## src/rtl/tx_ppm_pkg.sv

```systemverilog
// Shared types and elaboration-time helpers for the PPM transmit modulator.
package tx_ppm_pkg;

    typedef enum logic [1:0] {
        ST_IDLE  = 2'd0,
        ST_DATA  = 2'd1,
        ST_GUARD = 2'd2
    } tx_state_e;

    // Number of data slots per frame (M).
    function automatic int unsigned ppm_slots(input int unsigned ppm_bits);
        return 32'(1) << ppm_bits;
    endfunction

    // Total frame length in clock cycles (F).
    function automatic int unsigned frame_cycles(input int unsigned ppm_bits,
                                                 input int unsigned slot_cycles,
                                                 input int unsigned guard_slots);
        return (ppm_slots(ppm_bits) + guard_slots) * slot_cycles;
    endfunction

    function automatic int unsigned cyc_width(input int unsigned slot_cycles);
        if (slot_cycles <= 32'd1) return 32'd1;
        return 32'($clog2(slot_cycles));
    endfunction

    // Slot counter must span both the data and the guard phase.
    function automatic int unsigned slot_width(input int unsigned ppm_bits,
                                               input int unsigned guard_slots);
        int unsigned n;
        n = (ppm_slots(ppm_bits) > guard_slots) ? ppm_slots(ppm_bits) : guard_slots;
        if (n <= 32'd1) return 32'd1;
        return 32'($clog2(n));
    endfunction

    function automatic bit params_ok(input int unsigned ppm_bits,
                                     input int unsigned slot_cycles,
                                     input int unsigned guard_slots,
                                     input int unsigned pulse_cycles,
                                     input int unsigned cnt_w);
        return (ppm_bits >= 32'd1) && (slot_cycles >= 32'd1) && (guard_slots >= 32'd1) &&
               (pulse_cycles >= 32'd1) && (pulse_cycles <= slot_cycles) && (cnt_w >= 32'd1);
    endfunction

endpackage

```

## src/rtl/tx_ppm_slot_timer.sv

```systemverilog
// Cycle-within-slot and slot-within-phase counters for the PPM frame timer.
module tx_ppm_slot_timer
    import tx_ppm_pkg::*;
#(
    parameter int unsigned SLOT_CYCLES = 4,
    parameter int unsigned SLOT_W      = 4
) (
    input  logic                         clk_sys,
    input  logic                         rst,
    input  logic                         clr,
    input  logic                         en,
    input  logic [SLOT_W-1:0]            slot_lim,
    output logic [cyc_width(SLOT_CYCLES)-1:0] cyc_idx,
    output logic [SLOT_W-1:0]            slot_idx,
    output logic                         cyc_last,
    output logic                         slot_last
);

    localparam int unsigned CYC_W = cyc_width(SLOT_CYCLES);

    assign cyc_last  = (cyc_idx == CYC_W'(SLOT_CYCLES - 1));
    assign slot_last = (slot_idx == slot_lim);

    // Both counters wrap to zero at the end of a phase, ready for the next one.
    always_ff @(posedge clk_sys or posedge rst) begin
        if (rst) begin
            cyc_idx  <= '0;
            slot_idx <= '0;
        end else if (clr) begin
            cyc_idx  <= '0;
            slot_idx <= '0;
        end else if (en) begin
            if (cyc_last) begin
                cyc_idx  <= '0;
                slot_idx <= slot_last ? '0 : slot_idx + SLOT_W'(1);
            end else begin
                cyc_idx  <= cyc_idx + CYC_W'(1);
            end
        end
    end

endmodule

```

## src/rtl/tx_ppm_modulator.sv

```systemverilog
// PPM transmit modulator: one laser pulse per accepted symbol, placed in the
// symbol's slot, followed by guard slots covering the far-end SPAD dead time.
module tx_ppm_modulator
    import tx_ppm_pkg::*;
#(
    parameter int unsigned PPM_BITS     = 4,
    parameter int unsigned SLOT_CYCLES  = 4,
    parameter int unsigned GUARD_SLOTS  = 4,
    parameter int unsigned PULSE_CYCLES = 1,
    parameter int unsigned CNT_W        = 16
) (
    input  logic                clk_sys,
    input  logic                rst,
    input  logic                tx_en,
    input  logic [PPM_BITS-1:0] sym_data,
    input  logic                sym_valid,
    output logic                sym_ready,
    output logic                laser_pulse_out,
    output logic                frame_start,
    output logic                busy,
    output logic [CNT_W-1:0]    sym_cnt
);

    localparam int unsigned M      = ppm_slots(PPM_BITS);
    localparam int unsigned CYC_W  = cyc_width(SLOT_CYCLES);
    localparam int unsigned SLOT_W = slot_width(PPM_BITS, GUARD_SLOTS);

    if (!params_ok(PPM_BITS, SLOT_CYCLES, GUARD_SLOTS, PULSE_CYCLES, CNT_W)) begin : g_param_check
        $error("tx_ppm_modulator: illegal parameter combination");
    end

    tx_state_e           state_q, state_d;
    logic [PPM_BITS-1:0] sym_q, sym_d;
    logic                accept;
    logic                timer_clr, timer_en;
    logic [SLOT_W-1:0]   slot_lim;
    logic [CYC_W-1:0]    cyc_idx, nxt_cyc;
    logic [SLOT_W-1:0]   slot_idx, nxt_slot;
    logic                cyc_last, slot_last;
    logic                pulse_d;

    tx_ppm_slot_timer #(
        .SLOT_CYCLES (SLOT_CYCLES),
        .SLOT_W      (SLOT_W)
    ) u_timer (
        .clk_sys   (clk_sys),
        .rst       (rst),
        .clr       (timer_clr),
        .en        (timer_en),
        .slot_lim  (slot_lim),
        .cyc_idx   (cyc_idx),
        .slot_idx  (slot_idx),
        .cyc_last  (cyc_last),
        .slot_last (slot_last)
    );

    // Next-state and handshake decode.
    always_comb begin
        state_d   = state_q;
        sym_ready = 1'b0;
        timer_clr = 1'b0;
        timer_en  = 1'b0;
        slot_lim  = SLOT_W'(M - 1);
        accept    = 1'b0;
        case (state_q)
            ST_IDLE: begin
                sym_ready = tx_en && !rst;
                accept    = sym_valid && sym_ready;
                if (accept) begin
                    state_d   = ST_DATA;
                    timer_clr = 1'b1;
                end
            end
            ST_DATA: begin
                timer_en = 1'b1;
                if (cyc_last && slot_last) state_d = ST_GUARD;
            end
            ST_GUARD: begin
                slot_lim = SLOT_W'(GUARD_SLOTS - 1);
                timer_en = 1'b1;
                if (cyc_last && slot_last) begin
                    sym_ready = tx_en;
                    accept    = sym_valid && sym_ready;
                    if (accept) begin
                        state_d   = ST_DATA;
                        timer_clr = 1'b1;
                    end else begin
                        state_d   = ST_IDLE;
                    end
                end
            end
            default: state_d = ST_IDLE;
        endcase
    end

    // Look one cycle ahead so the pulse can leave straight from a flop.
    always_comb begin
        nxt_cyc  = cyc_idx;
        nxt_slot = slot_idx;
        if (timer_clr) begin
            nxt_cyc  = '0;
            nxt_slot = '0;
        end else if (timer_en) begin
            if (cyc_last) begin
                nxt_cyc  = '0;
                nxt_slot = slot_last ? '0 : slot_idx + SLOT_W'(1);
            end else begin
                nxt_cyc  = cyc_idx + CYC_W'(1);
            end
        end
        sym_d   = accept ? sym_data : sym_q;
        pulse_d = (state_d == ST_DATA) && (nxt_slot == SLOT_W'(sym_d)) &&
                  (32'(nxt_cyc) < PULSE_CYCLES);
    end

    always_ff @(posedge clk_sys or posedge rst) begin
        if (rst) begin
            state_q         <= ST_IDLE;
            sym_q           <= '0;
            laser_pulse_out <= 1'b0;
            frame_start     <= 1'b0;
            busy            <= 1'b0;
            sym_cnt         <= '0;
        end else begin
            state_q         <= state_d;
            sym_q           <= sym_d;
            laser_pulse_out <= pulse_d;
            frame_start     <= accept;
            busy            <= (state_d != ST_IDLE);
            if (accept) sym_cnt <= sym_cnt + CNT_W'(1);
        end
    end

endmodule

```

## config.mk

```make
export PLATFORM = sky130hd
export DESIGN_NAME = tx_ppm_modulator
export DESIGN_NICKNAME = d
export VERILOG_FILES = /design/src/rtl/tx_ppm_pkg.sv /design/src/rtl/tx_ppm_slot_timer.sv /design/src/rtl/tx_ppm_modulator.sv
export SDC_FILE = /design/constraint.sdc
export NUM_CORES = 1
export LEC_CHECK = 0
export CAP_MARGIN = 10
export CORE_MARGIN = 2
export CORE_UTILIZATION = 52
export DETAILED_ROUTE_END_ITERATION = 8
export GPL_TIMING_DRIVEN = 1
export PLACE_DENSITY = 0.9
export SETUP_SLACK_MARGIN = 0.02
export SLEW_MARGIN = 15
export SYNTH_ARGS = -nofsm -noshare
export SYNTH_HDL_FRONTEND = slang
export SYNTH_SLANG_ARGS = --single-unit
```

## constraint.sdc

```tcl
create_clock -name clk_sys -period 2.9 [get_ports clk_sys]
set_input_delay 0.58 -clock clk_sys [delete_from_list [all_inputs] [get_ports clk_sys]]
set_output_delay 0.58 -clock clk_sys [all_outputs]
set_load 0.05 [all_outputs]
```

==> impl_metrics.yaml, run 1 <==
status:
  status: "completed"
drt:
  drc: 0
  first_pass_iters: 4
  num_vias: 1262
  drt-met1-wl_um: 1520
  dr_wl_met2_um: 1740
  routed.top_layer: "met4"
  wl_um: 3450
  wl_per_cell_um: 15.5
  drt_iter0_drc: 69
  antenna_left: 0
  wl_met3_um: 116
  viasPerCell: 5.68
final_layout:
  area_delta_synth_final_pct: 22.8
  layout-drive-gt1-share_pct: 8.47
  fillCellCount: 225
  layout.nets: 203
  diodes: 0
synthesis:
  synth_cell_types: 41
  synthAdderAreaFrac_pct: 5.44
  synth.area.mux_share_pct: 4.20
  synth-seq-area-share_pct: 48.2
  synthXorXnorAreaFrac_pct: 9.79
  synth_compound_area_share_pct: 9.40
  syn_nets: 170
  yosys_warnings: 0
  synthesis.area_um2: 1610
  syn_inst: 155
  yosysTopAreaCellShare_pct: 48.2
  synth_area_leaders: "dfrtp_1, xnor2_1, ha_1"
  synth-simple-area-share_pct: 19.7
  synth-seq-cells: 31
  avgSynthCellArea_um2: 10.4
  yosysTopAreaCell: "dfrtp_1"
  synth_top_family_by_area: "simple AND/OR/NAND/NOR gates"
pwr:
  ir_worst_vdd_uv: 410
  p_leak_nw: 0.895
  p_total_mw: 1.49
  pwr_density_cell_nw_per_um2: 752
floorplanning:
  dieArea_um2: 3560
  die_height_um: 59.7
  die_w_um: 59.7
  io-pin-count: 28
  core_area_um2: 3000
  initial_core_util_pct: 53.6
  rows: 20
worst_setup_path:
  timing.critical_path.fanout_max: 7
  worstSetupPathType: "reg -> reg"
  crit_chain: "inv_1 > ha_1 > nand2_1 > mux2i_1 > o2bb2ai_1 > a2111oi_1 > nand4_1 > a2111oi_2"
  required_ns: 3.13
  cpMaxStageDelayCell: "a2111oi_1"
  critical_path_buf_inv_count: 1
  crit_family: "compound AO/OA/AOI/OAI gates"
  cpPeakStageDelay_ns: 0.44
  start_kind: "register"
  end_kind: "register"
  cp.arrival_ns: 2.85
clock_tree:
  holdBufCountCts: 0
  root_buffer: "clkbuf_4"
  numCtsBuffers: 5
  clkTransAtPathRegs_ns: 0.10
  cts_tree: "yes"
  htreeDepth: 2
  cts_setup_buffers: 0
  insertion_delay_ns: 0.34
  ctsLongestPathBuffers: 2
  cts_sinks: 31
run:
  drv_cap: 0
sta:
  finClkSkew_ns: 0.0106
  tns_ns: 0
  relSlewSlack_pct: 66.2
  setup_violations: 0
  slew_violations: 0
  fin_crit_ns: 2.62
  hold_viol: 0
  fmax_mhz: 382
  fin_crit_sh_pct: 90.3
  worstMarginPinSlew_ns: 0.505
  rsz0062_at_grt: "no"
global_route:
  grt_max_degree: 32
  grt_antenna_before_repair: 0
  grt_overflow_total: 0
  grt_pass1_vias: 1193
  grt_pass1_wl_um: 5530
  grt_usage_pct: 21.5
placement:
  hpwl_um: 2550
  gp_congestion: 0.846
  io_buffers: 27
min_path:
  worstHoldPathType: "reg -> reg"
-- report_power, final --
part / internal, mW / total (mW) / switching, mW
clock network: 0.0943 / 0.242 / 0.147
registers: 0.529 / 0.623 / 0.0941
logic: 0.252 / 0.624 / 0.372
total: 0.875 / 1.49 / 0.613
-- stage by stage --
| stage | std cells | cell area, um2 | util [%] | setup slack [ns] | hold WS (ns) |
|---|---|---|---|---|---|
| after global routing | 222 | 1980 | 65.9 | 0.0690 | 0.494 |
| after detailed placement | 214 | 1930 | 64.2 | 0.305 | 0.464 |
| after floorplan | 155 | 1610 | - | 0.115 | 0.475 |
| after global placement | 214 | 1930 | 64.2 | 0.455 | 0.457 |
| final | 222 | 1980 | 65.9 | 0.283 | 0.474 |
| after CTS | 222 | 1980 | 65.8 | 0.272 | 0.477 |
-- Yosys cell counts --
library cell   n
mux2_1         1
nor2_1        11
a21oi_1        4
a2111oi_0      1
xnor2_1       13
a21boi_0       1
nand3_1        7
buf_6          1
and3_1         5
or2_4          1
nand4_1        4
dfrtp_1       31
nand2b_1       1
nor2b_1        3
and3b_1        1
a22oi_2        1
ha_1           7
o2bb2ai_1      1
and4_1         3
a31o_2         1
nor3b_1        1
inv_1          8
o221ai_1       1
or3_1          1
a2111oi_2      1
o31a_1         1
clkbuf_1       1
and4bb_1       1
nand2_1       15
xor2_1         5
nor3_1         5
mux2_4         1
inv_2          1
buf_2          1
mux2i_1        3
o22ai_1        1
o21ai_0        6
or4_1          1
o211ai_1       1
mux2_2         1
a22o_1         1
-- worst paths after layout --
path | depth (start not counted) | to | start | slack (ns)
max in group asynchronous | 3 | sym_q[1] | rst | 1.86
hold reg to reg | 1 | sym_cnt[15] | sym_cnt[15] | 0.47
min in group asynchronous | 3 | sym_cnt[8] | rst | 0.75
setup reg to reg | 8 | laser_pulse_out | state_q[0] | 0.28
hold / removal | 1 | sym_cnt[15] | sym_cnt[15] | 0.47
setup / recovery | 8 | laser_pulse_out | state_q[0] | 0.28
-- routing by layer --
| layer | vias to the layer above | GRT usage (%) |
|---|---|---|
| li1 | 606 | - |
| met1 | 620 | 25.9 |
| met2 | 29 | 35.2 |
| met3 | 7 | 6.06 |
| met4 | 0 | 10.2 |
| met5 | - | 0 |
-- placed cells by master, fill, tap and decap left out, types with 2 or more instances in the layout --
master,netlist,final
nand3_1,7,7
nor2_1,11,11
clkbuf_1,1,2
o21ai_0,6,6
clkbuf_4,0,5
buf_4,0,2
and3_1,5,5
nor3_1,5,5
a21oi_1,4,4
inv_1,8,8
nand2_1,15,15
clkdlybuf4s50_1,0,26
nor2b_1,3,3
ha_1,7,7
and4_1,3,3
nand4_1,4,4
xor2_1,5,5
dfrtp_1,31,31
mux2i_1,3,3
xnor2_1,13,13
-- cell families (layout without fill, tap and decap cells) --
group,Yosys count,after routing
adders and majority gates,7,7
and+or+nand+nor,60,60
DFF,31,31
xor gates and xnor gates,18,18
buffers and inverters,12,46
AOI/OAI and AO/OA,21,21
muxes,6,6
-- flip-flops by register name, indices dropped and copies added (netlist names) --
signal            count
busy                  1
state_q               2
laser_pulse_out       1
sym_q                 4
u_timer.cyc_idx       2
u_timer.slot_idx      4
frame_start           1
sym_cnt              16
-- cell type report --
type	count	area (um2)	area share [%]
Clock buffer	7	45.0	2.28
Clock inverter	1	5.00	0.253
Inverter	9	33.8	1.71
Multi-Input combinational cell	112	782	39.5
Sequential cell	31	776	39.2
Tap cell	33	41.3	2.09
Timing Repair Buffer	29	295	14.9
-- repair_timing --
item / in CTS / in global routing
setup endpoints to repair: 0 / 1
resized for setup: 0 / 1
hold endpoints to repair: 0 / 0
Note: power is estimated with default switching activity, not from simulation.
==> run 2: changes to the inputs <==
--- a/config.mk
+++ b/config.mk
@@ -5,12 +5,13 @@
 export SDC_FILE = /design/constraint.sdc
 export NUM_CORES = 1
 export LEC_CHECK = 0
-export CAP_MARGIN = 10
+export CAP_MARGIN = 20
 export CORE_MARGIN = 2
-export CORE_UTILIZATION = 52
+export CORE_UTILIZATION = 54
+export CTS_BUF_LIST = sky130_fd_sc_hd__clkbuf_4
 export DETAILED_ROUTE_END_ITERATION = 8
 export GPL_TIMING_DRIVEN = 1
-export PLACE_DENSITY = 0.9
+export PLACE_DENSITY = 0.92
 export SETUP_SLACK_MARGIN = 0.02
 export SLEW_MARGIN = 15
 export SYNTH_ARGS = -nofsm -noshare
==> run 2 against run 1 <==
The run now ends with DRC left; fmax rose by 0.40%; register-to-register slack barely moved; sequential power about the same; sequential share of layout area rose by 0.15 points; first-iteration DRC count down 41%.
==> impl_metrics.yaml, run 2 (same netlist as run 1, synthesis figures left out) <==
global_route:
  gr-usage-met1_pct: 25.0
  grt_overflow_total: 0
  grt_pass1_wl_um: 5490
  grt_max_degree: 32
  use_met2_pct: 36.9
  grt_usage_pct: 21.1
  gr-max-usage-layer: "met2"
  use_met3_pct: 6.37
  grt_antenna_before_repair: 0
  grt_pass1_vias: 1270
sta:
  fmax_mhz: 384
  relSlewSlack_pct: 63.6
  fin_crit_ns: 2.61
  fin_crit_sh_pct: 89.9
  hold_viol: 0
  rsz0062_at_grt: "no"
  setup_violations: 0
  finClkSkew_ns: 0.0127
  slew_violations: 0
  tns_ns: 0
  worstMarginPinSlew_ns: 0.541
drt:
  first_pass_iters: 7
  num_vias: 1275
  drc: 1
  wl_per_cell_um: 14.8
  wl_um: 3240
  drt_iter0_drc: 41
  antenna_left: 0
  viasPerCell: 5.82
pwr:
  p_leak_nw: 0.895
  ir_worst_vdd_uv: 695
  pwr-share-comb_pct: 42.0
  p_switching_uw: 603
  intPower_uw: 865
  clock_power_share_pct: 15.7
  pwr_density_cell_nw_per_um2: 745
  power_frac_seq_pct: 42.2
  p_sw_share_pct: 41.1
floorplanning:
  rows: 19
  initial_core_util_pct: 57.4
  core_area_um2: 2810
  die_w_um: 58.6
  io-pin-count: 28
  die_height_um: 58.6
  dieArea_um2: 3430
clock_tree:
  cts_sinks: 31
  cts_setup_buffers: 0
  insertion_delay_ns: 0.33
  numCtsBuffers: 5
  cts_resized: 0
  ctsLongestPathBuffers: 2
  cts_tree: "yes"
  holdBufCountCts: 0
  root_buffer: "clkbuf_4"
  htreeDepth: 2
  clkTransAtPathRegs_ns: 0.10
min_path:
  holdPathStages: 1
  worstHoldPathType: "reg -> reg"
  hold_start: "sym_cnt[15]"
  min_to: "sym_cnt[15]"
worst_setup_path:
  start_kind: "register"
  r2r_setup_slack_ns: 0.29
  worstSetupPathType: "reg -> reg"
  rr_worst_depth: 8
  r2r-end: "laser_pulse_out"
  required_ns: 3.12
  timing.critical_path.fanout_max: 7
  cp.arrival_ns: 2.83
  r2r_start: "state_q[1]"
  end_kind: "register"
placement:
  io_buffers: 27
  gp_congestion: 0.873
  hpwl_um: 2400
final_layout:
  top_register: "sym_cnt"
  fillCellCount: 203
  area_delta_synth_final_pct: 22.4
  largestRegisters: "sym_cnt x16, sym_q x4, u_timer.slot_idx x4"
  finalCoreUtilization_pct: 70.2
  largest_reg_flops: 16
  layout-drive-gt1-share_pct: 8.51
  layout.nets: 203
  final_cell_mix: "dfrtp_1, clkdlybuf4s50_1, nand2_1"
  diodes: 0
  mostFrequentLayoutCell: "dfrtp_1"
status:
  status: "finished with violations"
  violations: "DRC"
run:
  drv_cap: 0
[run 2: power by group through the flow]
stage | Sequential (mW) | Combinational (mW) | Clock, mW
after floorplan | 0.727 | 0.331 | 0
after global placement | 0.618 | 0.581 | 0
after detailed placement | 0.627 | 0.614 | 0
after CTS | 0.619 | 0.618 | 0.236
after global routing | 0.632 | 0.678 | 0.250
final | 0.620 | 0.617 | 0.231
[run 2: worst max path at each step]
stage,start,to,slack (ns)
floorplan,rst,sym_ready,0.11
global placement,rst,laser_pulse_out,0.40
detailed placement,state_q[0],laser_pulse_out,0.27
CTS,state_q[0],laser_pulse_out,0.27
global route,state_q[0],laser_pulse_out,0.05
finish,state_q[1],laser_pulse_out,0.29
[run 2: area by class of cell]
type                            count  area (um2)  share of cell area (%)
Sequential cell                    31         776                    39.4
Multi-Input combinational cell    112         781                    39.6
Clock buffer                        5        37.5                    1.90
Clock inverter                      2        8.76                   0.444
Timing Repair Buffer               29         295                    15.0
Tap cell                           31        38.8                    1.97
Inverter                            9        33.8                    1.71
[run 2: critical path, stage by stage, from the launching register on]
cell,delay [ns]
dfrtp_1,0.43
inv_1,0.09
ha_1,0.40
nand2_1,0.26
mux2i_1,0.26
o2bb2ai_1,0.09
a2111oi_0,0.45
nand4_1,0.18
a2111oi_2,0.33
[run 2: through the flow]
step                worst slack, ns  area, um2  power, mW  hold slack, ns  instances
global placement              0.395       1920       1.20           0.455        212
CTS                           0.274       1970       1.47           0.478        219
floorplan                     0.115       1610       1.06           0.475        155
finish                        0.293       1970       1.47           0.475        219
detailed placement            0.267       1920       1.24           0.461        212
global route                 0.0504       1970       1.56           0.490        219
[run 2: routing by layer]
metal | part of all wire [%] | wire length, um
met2 | 51 | 1650
met3 | 4.3 | 141
met5 | 0 | 0
met4 | 1.2 | 40
met1 | 43 | 1410
==> run 3: changes to the inputs <==
==> constraint.sdc (replaced) <==
create_clock -name clk_sys -period 2.9 [get_ports clk_sys]
set_input_delay 0.58 -clock clk_sys [delete_from_list [all_inputs] [get_ports clk_sys]]
set_output_delay 0.58 -clock clk_sys [all_outputs]
set_load 0.1 [all_outputs]
==> run 3 against run 2 <==
The flow still finishes with violations (DRC); die area stayed put; clock power is 45% higher; via count is 2.0% lower; sequential cell count stayed put; design area is 0.51% lower; wire length is 0.83% lower.
==> impl_metrics.yaml, run 3 (same netlist as run 1, synthesis figures left out) <==
final_layout:
  layout-drive-gt1-share_pct: 19.6
  area_delta_synth_final_pct: 21.8
  largest_reg_flops: 16
  fillCellCount: 215
  post-route-cell-area_um2: 1960
  mostFrequentLayoutCell: "dfrtp_1"
  top_register: "sym_cnt"
  layout.nets: 203
  final_cell_mix: "dfrtp_1, buf_4, nand2_1"
  largestRegisters: "sym_cnt x16, sym_q x4, u_timer.slot_idx x4"
  diodes: 0
placement:
  hpwl_um: 2380
  gp_congestion: 0.793
  place_area_um2: 1880
  io_buffers: 27
clock_tree:
  cts_resized: 0
  clkTransAtPathRegs_ns: 0.11
  insertion_delay_ns: 0.34
  htreeDepth: 2
  numCtsBuffers: 5
  cts_sinks: 31
  holdBufCountCts: 0
  ctsLongestPathBuffers: 2
  root_buffer: "clkbuf_4"
  cts_setup_buffers: 0
  cts_tree: "yes"
worst_setup_path:
  r2r-end: "laser_pulse_out"
  cpMaxStageDelayCell: "dfrtp_1"
  crit_chain: "inv_1 > ha_1 > nand2_1 > mux2i_1 > o2bb2ai_1 > a2111oi_0 > nand4_1 > a2111oi_2"
  timing.critical_path.fanout_max: 7
  start_kind: "register"
  worstSetupPathType: "reg -> reg"
  r2r_setup_slack_ns: 0.33
  cp.arrival_ns: 2.80
  crit_start: "state_q[0]"
  r2r_start: "state_q[0]"
  end_kind: "register"
  crit_family: "compound AO/OA/AOI/OAI gates"
  cpPeakStageDelay_ns: 0.44
  critical_path_buf_inv_count: 1
  rr_worst_depth: 8
  required_ns: 3.13
pwr:
  ir_worst_vdd_uv: 741
  pwr_density_cell_nw_per_um2: 868
  p_leak_nw: 0.949
  p_total_mw: 1.70
  p_sw_share_pct: 44.5
  power_frac_seq_pct: 36.5
  clock_power_share_pct: 19.8
  pwr-share-comb_pct: 43.7
  p_switching_uw: 757
  intPower_uw: 944
drt:
  first_pass_iters: 6
  viasPerCell: 5.68
  wl_per_cell_um: 14.6
  antenna_left: 0
  wl_um: 3220
  num_vias: 1250
  drc: 3
  drt_iter0_drc: 37
sta:
  relSlewSlack_pct: 69.6
  setup_violations: 0
  finClkSkew_ns: 0.00902
  tns_ns: 0
  fin_crit_sh_pct: 88.5
  hold_viol: 0
  fmax_mhz: 390
  fin_crit_ns: 2.57
  rsz0062_at_grt: "no"
  slew_violations: 0
  worstMarginPinSlew_ns: 0.453
global_route:
  grt_usage_pct: 21.2
  grt_overflow_total: 0
  grt_antenna_before_repair: 0
  grt_pass1_wl_um: 5400
  grt_pass1_vias: 1232
  grt_max_degree: 32
status:
  violations: "DRC"
  status: "finished with violations"
floorplanning:
  die_height_um: 58.6
  initial_core_util_pct: 57.4
  core_area_um2: 2810
  dieArea_um2: 3430
  die_w_um: 58.6
  rows: 19
  io-pin-count: 28
min_path:
  worstHoldPathType: "reg -> reg"
  min_to: "sym_cnt[15]"
  holdPathStages: 1
  hold_start: "sym_cnt[15]"
run:
  drv_cap: 0
-- run 3: final cells by class --
| class | count | area [um2] | share of cell area (%) |
|---|---|---|---|
| sequential | 31 | 776 | 39.6 |
| tap | 31 | 38.8 | 1.98 |
| multi-input combinational | 112 | 788 | 40.2 |
| inverter | 9 | 33.8 | 1.72 |
| timing repair buffer | 29 | 248 | 12.6 |
| clock buffer | 5 | 37.5 | 1.91 |
| clock inverter | 3 | 38.8 | 1.98 |
-- run 3: worst register-to-register path, stage by stage, from the launching register on --
cell and delay [ns]:
dfrtp_1 0.44, inv_1 0.09, ha_1 0.41, nand2_1 0.27, mux2i_1 0.27, o2bb2ai_1 0.09
a2111oi_0 0.40, nand4_1 0.17, a2111oi_2 0.32
-- run 3: worst max path at each step --
stage                            to  slack [ns]  depth (start not counted)
detailed placement  laser_pulse_out        0.30                          8
floorplan           laser_pulse_out        0.16                          7
global route        laser_pulse_out        0.15                          8
finish              laser_pulse_out        0.33                          8
global placement    laser_pulse_out        0.39                          8
CTS                 laser_pulse_out        0.34                          8
-- run 3: routing by layer --
layer  track usage, %  vias up  share of wire [%]
li1                 -      610                  -
met1             25.4      596                 44
met2             34.0       36                 48
met3             5.93        8                6.0
met4             12.3        0                2.2
met5                0        -                  0
-- run 3: per-stage QoR --
step | hold slack, ns | utilization [%] | std cells | setup slack, ns
after floorplan | 0.475 | - | 155 | 0.164
after global placement | 0.458 | 67.2 | 212 | 0.388
after detailed placement | 0.471 | 67.2 | 212 | 0.297
after CTS | 0.484 | 69.9 | 220 | 0.343
after global routing | 0.512 | 69.9 | 220 | 0.147
final | 0.482 | 69.9 | 220 | 0.334
-- run 3: power by group through the flow --
stage	clock, mW	combinational, mW	sequential [mW]
2_1_floorplan	0	0.343	0.855
3_3_place_gp	0	0.719	0.621
3_5_place_dp	0	0.742	0.627
4_1_cts	0.337	0.742	0.620
5_1_grt	0.359	0.800	0.635
6_report	0.336	0.744	0.621
